===== config.mk =====
export PLATFORM = sky130hd
export DESIGN_NAME = alu_exec_stage
export DESIGN_NICKNAME = d
export VERILOG_FILES = /design/src/rtl/alu_exec_stage.sv
export SDC_FILE = /design/constraint.sdc
export NUM_CORES = 1
export LEC_CHECK = 0
export ABC_CLOCK_PERIOD_IN_PS = 5450
export CAP_MARGIN = 20
export CORE_UTILIZATION = 44
export CTS_CLUSTER_DIAMETER = 50
export DETAILED_ROUTE_END_ITERATION = 10
export PLACE_DENSITY = 0.66
export REMOVE_ABC_BUFFERS = 1
export SLEW_MARGIN = 20
export SYNTH_ARGS = -nofsm -noshare
export SYNTH_HDL_FRONTEND = slang
export SYNTH_SLANG_ARGS = --single-unit

===== constraint.sdc =====
create_clock -name clk -period 5.45 [get_ports clk]
set_input_delay 1.3625 -clock clk [delete_from_list [all_inputs] [get_ports clk]]
set_output_delay 1.3625 -clock clk [all_outputs]
set_load 0.01 [all_outputs]

===== src/rtl/alu_exec_stage.sv =====
// Registered execute stage: one combinational alu fed by a 2-entry elastic
// buffer (output reg R + skid reg S) with valid/ready handshakes on both sides.

// Combinational 32-bit alu: XOR / ADD / SUB / signed SLT, plus full-width A==B.
module alu #(
  parameter int unsigned WIDTH = 32
) (
  input  logic [1:0]       op,
  input  logic [WIDTH-1:0] a,
  input  logic [WIDTH-1:0] b,
  output logic [WIDTH-1:0] result_c,
  output logic             eq_c
);

  localparam logic [1:0] OP_XOR = 2'b00;
  localparam logic [1:0] OP_ADD = 2'b01;
  localparam logic [1:0] OP_SUB = 2'b10;
  localparam logic [1:0] OP_SLT = 2'b11;

  logic lt_c;

  // Signed less-than used by SLT.
  always_comb begin
    lt_c = ($signed(a) < $signed(b));
  end

  // Operation select; arithmetic wraps modulo 2^WIDTH.
  always_comb begin
    result_c = '0;
    unique case (op)
      OP_XOR:  result_c = a ^ b;
      OP_ADD:  result_c = a + b;
      OP_SUB:  result_c = a - b;
      OP_SLT:  result_c = {{(WIDTH-1){1'b0}}, lt_c};
      default: result_c = '0;
    endcase
  end

  // Equality flag is produced for every op.
  always_comb begin
    eq_c = (a == b);
  end

endmodule

module alu_exec_stage #(
  parameter int unsigned WIDTH = 32,
  parameter int unsigned TAG_W = 5
) (
  input  logic             clk,
  input  logic             reset,
  input  logic             flush,
  input  logic             in_valid,
  output logic             in_ready,
  input  logic [1:0]       in_op,
  input  logic [WIDTH-1:0] in_a,
  input  logic [WIDTH-1:0] in_b,
  input  logic [TAG_W-1:0] in_tag,
  output logic             out_valid,
  input  logic             out_ready,
  output logic [WIDTH-1:0] out_result,
  output logic             out_eq,
  output logic [TAG_W-1:0] out_tag
);

  localparam int unsigned OP_W = 2;

  // Buffer occupancy: EMPTY (nothing), ONE (R full), FULL (R and S full).
  typedef enum logic [1:0] {
    ST_EMPTY = 2'd0,
    ST_ONE   = 2'd1,
    ST_FULL  = 2'd2
  } state_t;

  // Skid entry keeps the raw operands so the alu is evaluated on drain.
  typedef struct packed {
    logic [OP_W-1:0]  op;
    logic [WIDTH-1:0] a;
    logic [WIDTH-1:0] b;
    logic [TAG_W-1:0] tag;
  } skid_t;

  state_t           state;
  skid_t            skid;

  logic             in_xfer_c;
  logic             out_xfer_c;
  logic             use_skid_c;
  logic [OP_W-1:0]  alu_op_c;
  logic [WIDTH-1:0] alu_a_c;
  logic [WIDTH-1:0] alu_b_c;
  logic [TAG_W-1:0] alu_tag_c;
  logic [WIDTH-1:0] alu_result_c;
  logic             alu_eq_c;

  // Handshake qualifiers; in_ready and out_valid are both registered.
  always_comb begin
    in_xfer_c  = in_valid & in_ready;
    out_xfer_c = out_valid & out_ready;
  end

  // ALU input mux: the older skid entry has priority over the ports.
  always_comb begin
    use_skid_c = (state == ST_FULL);
    alu_op_c   = in_op;
    alu_a_c    = in_a;
    alu_b_c    = in_b;
    alu_tag_c  = in_tag;
    if (use_skid_c) begin
      alu_op_c  = skid.op;
      alu_a_c   = skid.a;
      alu_b_c   = skid.b;
      alu_tag_c = skid.tag;
    end
  end

  alu #(
    .WIDTH (WIDTH)
  ) u_alu (
    .op       (alu_op_c),
    .a        (alu_a_c),
    .b        (alu_b_c),
    .result_c (alu_result_c),
    .eq_c     (alu_eq_c)
  );

  // Occupancy FSM with registered handshake outputs and data registers.
  always_ff @(posedge clk) begin
    if (reset) begin
      state      <= ST_EMPTY;
      in_ready   <= 1'b1;
      out_valid  <= 1'b0;
      out_result <= '0;
      out_eq     <= 1'b0;
      out_tag    <= '0;
      skid       <= '0;
    end else if (flush) begin
      // Drop every buffered op; data regs keep stale values.
      state     <= ST_EMPTY;
      in_ready  <= 1'b1;
      out_valid <= 1'b0;
    end else begin
      unique case (state)
        ST_EMPTY: begin
          if (in_xfer_c) begin
            out_result <= alu_result_c;
            out_eq     <= alu_eq_c;
            out_tag    <= alu_tag_c;
            out_valid  <= 1'b1;
            state      <= ST_ONE;
          end
        end
        ST_ONE: begin
          if (in_xfer_c && out_xfer_c) begin
            // Back-to-back: replace the drained result with the new one.
            out_result <= alu_result_c;
            out_eq     <= alu_eq_c;
            out_tag    <= alu_tag_c;
          end else if (in_xfer_c) begin
            // R is stalled: park the incoming op in the skid register.
            skid.op  <= in_op;
            skid.a   <= in_a;
            skid.b   <= in_b;
            skid.tag <= in_tag;
            in_ready <= 1'b0;
            state    <= ST_FULL;
          end else if (out_xfer_c) begin
            out_valid <= 1'b0;
            state     <= ST_EMPTY;
          end
        end
        ST_FULL: begin
          if (out_xfer_c) begin
            // Drain: evaluate the skid entry into R and reopen the input.
            out_result <= alu_result_c;
            out_eq     <= alu_eq_c;
            out_tag    <= alu_tag_c;
            in_ready   <= 1'b1;
            state      <= ST_ONE;
          end
        end
        default: begin
          state     <= ST_EMPTY;
          in_ready  <= 1'b1;
          out_valid <= 1'b0;
        end
      endcase
    end
  end

endmodule


==> impl_metrics.py <==
metrics = {
    "synth": {
        "synth_fa_ha_area_frac": 0.0922,
        "synth-simple-area-share": 0.208,
        "synth_top_area_share": 0.252,
        "yosysMostFrequentCell": "nand2_1",
        "synth_seq_cells": 113,
        "synth-async-reset-ratio": 0,
        "syn_area_um2": 8980,
        "synth_edf_count": 0,
        "ys_top_cells_by_area": "dfxtp_1, ha_1, a21oi_1",
        "synth_top_area_cell": "dfxtp_1",
        "synth_ff_type": "dfxtp_1",
        "netlist_top_cells_count": "nand2_1, a21oi_1, dfxtp_1, nor2_1, mux2_2",
        "ys_types": 78,
        "synth_warnings": 0,
        "seq_area_frac_synth": 0.252,
        "synth_cells": 1199,
        "synth_xor_area_frac": 0.00683,
        "synth_compound_area_frac": 0.279,
        "avgSynthCellArea_um2": 7.49,
        "synth_top_family_by_area": "compound AO/OA/AOI/OAI gates",
        "muxShareOfSynthArea": 0.0982,
    },
    "setup_path": {
        "cp.arrival_ns": 4.74,
        "critical_path_required_ns": 5.72,
        "cp-end-kind": "register",
        "slowest_delay_ns": 0.64,
        "path_max_fanout": 5,
        "cp-start-kind": "primary input",
        "path_cells": "clkdlybuf4s50_1 > mux2i_1 > inv_1 > ha_1 > a211oi_1 > nor3_4 > o21ai_2 > o31a_1 > o41a_4 > o21ai_1 > a311oi_1 > a211oi_2",
        "crit_slowest_cell": "a211oi_1",
        "worstSetupPathType": "in2reg",
    },
    "floorplan": {
        "die_x_um": 145,
        "core_um2": 19700,
        "die_area_um2": 21000,
        "initial_utilization": 0.456,
        "die_y_um": 145,
        "rows": 51,
        "io_pins": 116,
    },
    "routing": {
        "firstDrtPassIters": 7,
        "dr_wl_met3_um": 1970,
        "drt_wl_total_um": 27700,
        "vias": 9203,
        "wl_met1_um": 12900,
        "met2_length_um": 12200,
        "highest_layer": "met4",
        "vias_per_cell": 5.97,
        "drc_errors": 0,
        "post_drt_wl_per_cell_um": 17.9,
        "drt.antenna.violating_nets": 0,
        "first_iter_violations": 773,
    },
    "timing": {
        "fmax_mhz": 224,
        "rsz0062_at_grt": "false",
        "hold_viol_final": 0,
        "tightestPinTransition_ns": 0.972,
        "finalCriticalPeriod_ns": 4.47,
        "setup_tns_ns": 0,
        "slew_headroom": 0.349,
        "finalCritPeriodShare": 0.820,
        "final_max_slew_viol_count": 0,
        "whs_ns": 0.449,
        "setup_viol": 0,
        "fin_worst_skew_ns": 0.00854,
    },
    "layout": {
        "finalNonFillerCells": 1542,
        "drive_gt1_frac": 0.117,
        "n_antenna_cell": 0,
        "multi_input_area_um2": 6180,
        "synthToLayoutAreaGrowth_pct": 21.6,
        "final_nets": 1406,
        "seq_area_um2": 2260,
        "n_fill_cell": 1879,
    },
    "grt": {
        "overflow": 0,
        "grt_usage": 0.267,
        "antenna_found_initial": 0,
        "grt_pass1_wl_um": 43800,
        "grt_pass1_vias": 8417,
        "grt_max_degree": 72,
    },
    "cts": {
        "cts_setup_buffers": 0,
        "numCtsBuffers": 17,
        "cts_buffer_depth": 2,
        "cts_tree": "done",
        "cts_hold_buf": 0,
        "numClockSinks": 113,
        "clk_pin_slew_ns": 0.06,
        "worstSkewPairLatency_ns": 0.43,
        "cts_max_level": 4,
        "cts_resized": 0,
        "cts_root_buf": "clkbuf_16",
    },
    "power": {
        "powerDensity_nw_per_um2": 271,
        "total_power_uw": 2960,
        "p_leak_uw": 0.00413,
        "ir_worst_vdd_v": 0.000208,
    },
    "min_path": {
        "min_path_type": "reg2reg",
    },
    "place": {
        "io_buffers": 115,
        "routabilityCongestion": 0.963,
        "placed_cells": 1511,
        "hpwl_um": 19100,
    },
    "run": {
        "maxCapViolations": 0,
    },
    "outcome": {
        "status": "finished clean",
    },
}
[cell usage in the layout (no fill, tap or decap), types with 4 or more instances in the layout]
cell type,instances
a2111oi_0,5
a211oi_1,20
a21o_1,11
a21oi_1,157
a221o_1,8
a22oi_1,4
a311oi_1,9
a31oi_1,13
buf_4,18
bufinv_16,5
clkbuf_16,17
clkbuf_8,4
clkdlybuf4s50_1,114
dfxtp_1,113
ha_1,63
inv_1,58
mux2_2,65
mux2i_1,13
nand2_1,200
nand2b_1,6
nand3_1,28
nand4_1,6
nor2_1,93
nor2b_1,9
nor3_1,31
nor4_1,13
nor4_2,4
o211ai_1,15
o21a_1,4
o21ai_0,37
o21bai_1,9
o221ai_1,9
o22ai_1,11
o311ai_0,4
o31a_1,4
o31ai_1,14
or2_2,6
xnor2_1,7
[final cells by class]
type                            count  area share
Multi-Input combinational cell    943       0.565
Sequential cell                   113       0.207
Timing Repair Buffer              132       0.117
Clock buffer                       22      0.0443
Tap cell                          265      0.0304
Inverter                           58      0.0199
Clock inverter                      9      0.0161
[metrics by stage]
| step | worst slack [ns] | util | area (µm²) |
|---|---|---|---|
| floorplan | -1.44 | - | 8630 |
| global placement | 0.598 | 0.521 | 10300 |
| detailed placement | 0.670 | 0.521 | 10300 |
| CTS | 1.08 | 0.554 | 10900 |
| global route | 0.668 | 0.554 | 10900 |
| finish | 0.982 | 0.554 | 10900 |
[routing by layer]
metal  track usage  vias to the layer above
li1              -                     4453
met1         0.370                     4296
met2         0.422                      401
met3        0.0421                       53
met4        0.0853                        0
met5             0                        -
[kinds of logic (layout without fill, tap and decap cells)]
kind of cell	Yosys count	after routing
compound gates	373	373
simple gates	418	418
xor+xnor	7	7
flops	113	113
fa+ha+maj	65	65
buf+inv	143	221
mux	80	80
[sequential cells by signal, summed over array words and instances (netlist names)]
signal      count
out_tag         5
out_valid       1
state           2
out_eq          1
in_ready        1
out_result     32
skid           71
[path summary, 6_finish.rpt]
path	startpoint	endpoint	slack, ns	depth (start not counted)
setup reg to reg	state[0]$_SDFFE_PP0P_	out_result[25]$_SDFFE_PP0P_	1.00	12
hold / removal	skid[56]$_SDFFE_PP0P_	skid[56]$_SDFFE_PP0P_	0.45	2
hold reg to reg	skid[56]$_SDFFE_PP0P_	skid[56]$_SDFFE_PP0P_	0.45	2
setup / recovery	in_a[1]	out_result[27]$_SDFFE_PP0P_	0.98	12
[where the power goes]
part           switching (µW)  internal (µW)  total, µW
Combinational             472            322        794
Clock                     425            857       1280
Sequential               20.3            858        878
[critical path: cells and delay by family]
family                   cells  cell delay (ns)
AO/OA/AOI/OAI                7             1.94
adder cells (fa/ha/maj)      1             0.36
buffers and inverters        2             0.55
multiplexers                 1             0.37
AND/OR/NAND/NOR              1             0.14
No activity file was read; power rests on OpenSTA's default activity.
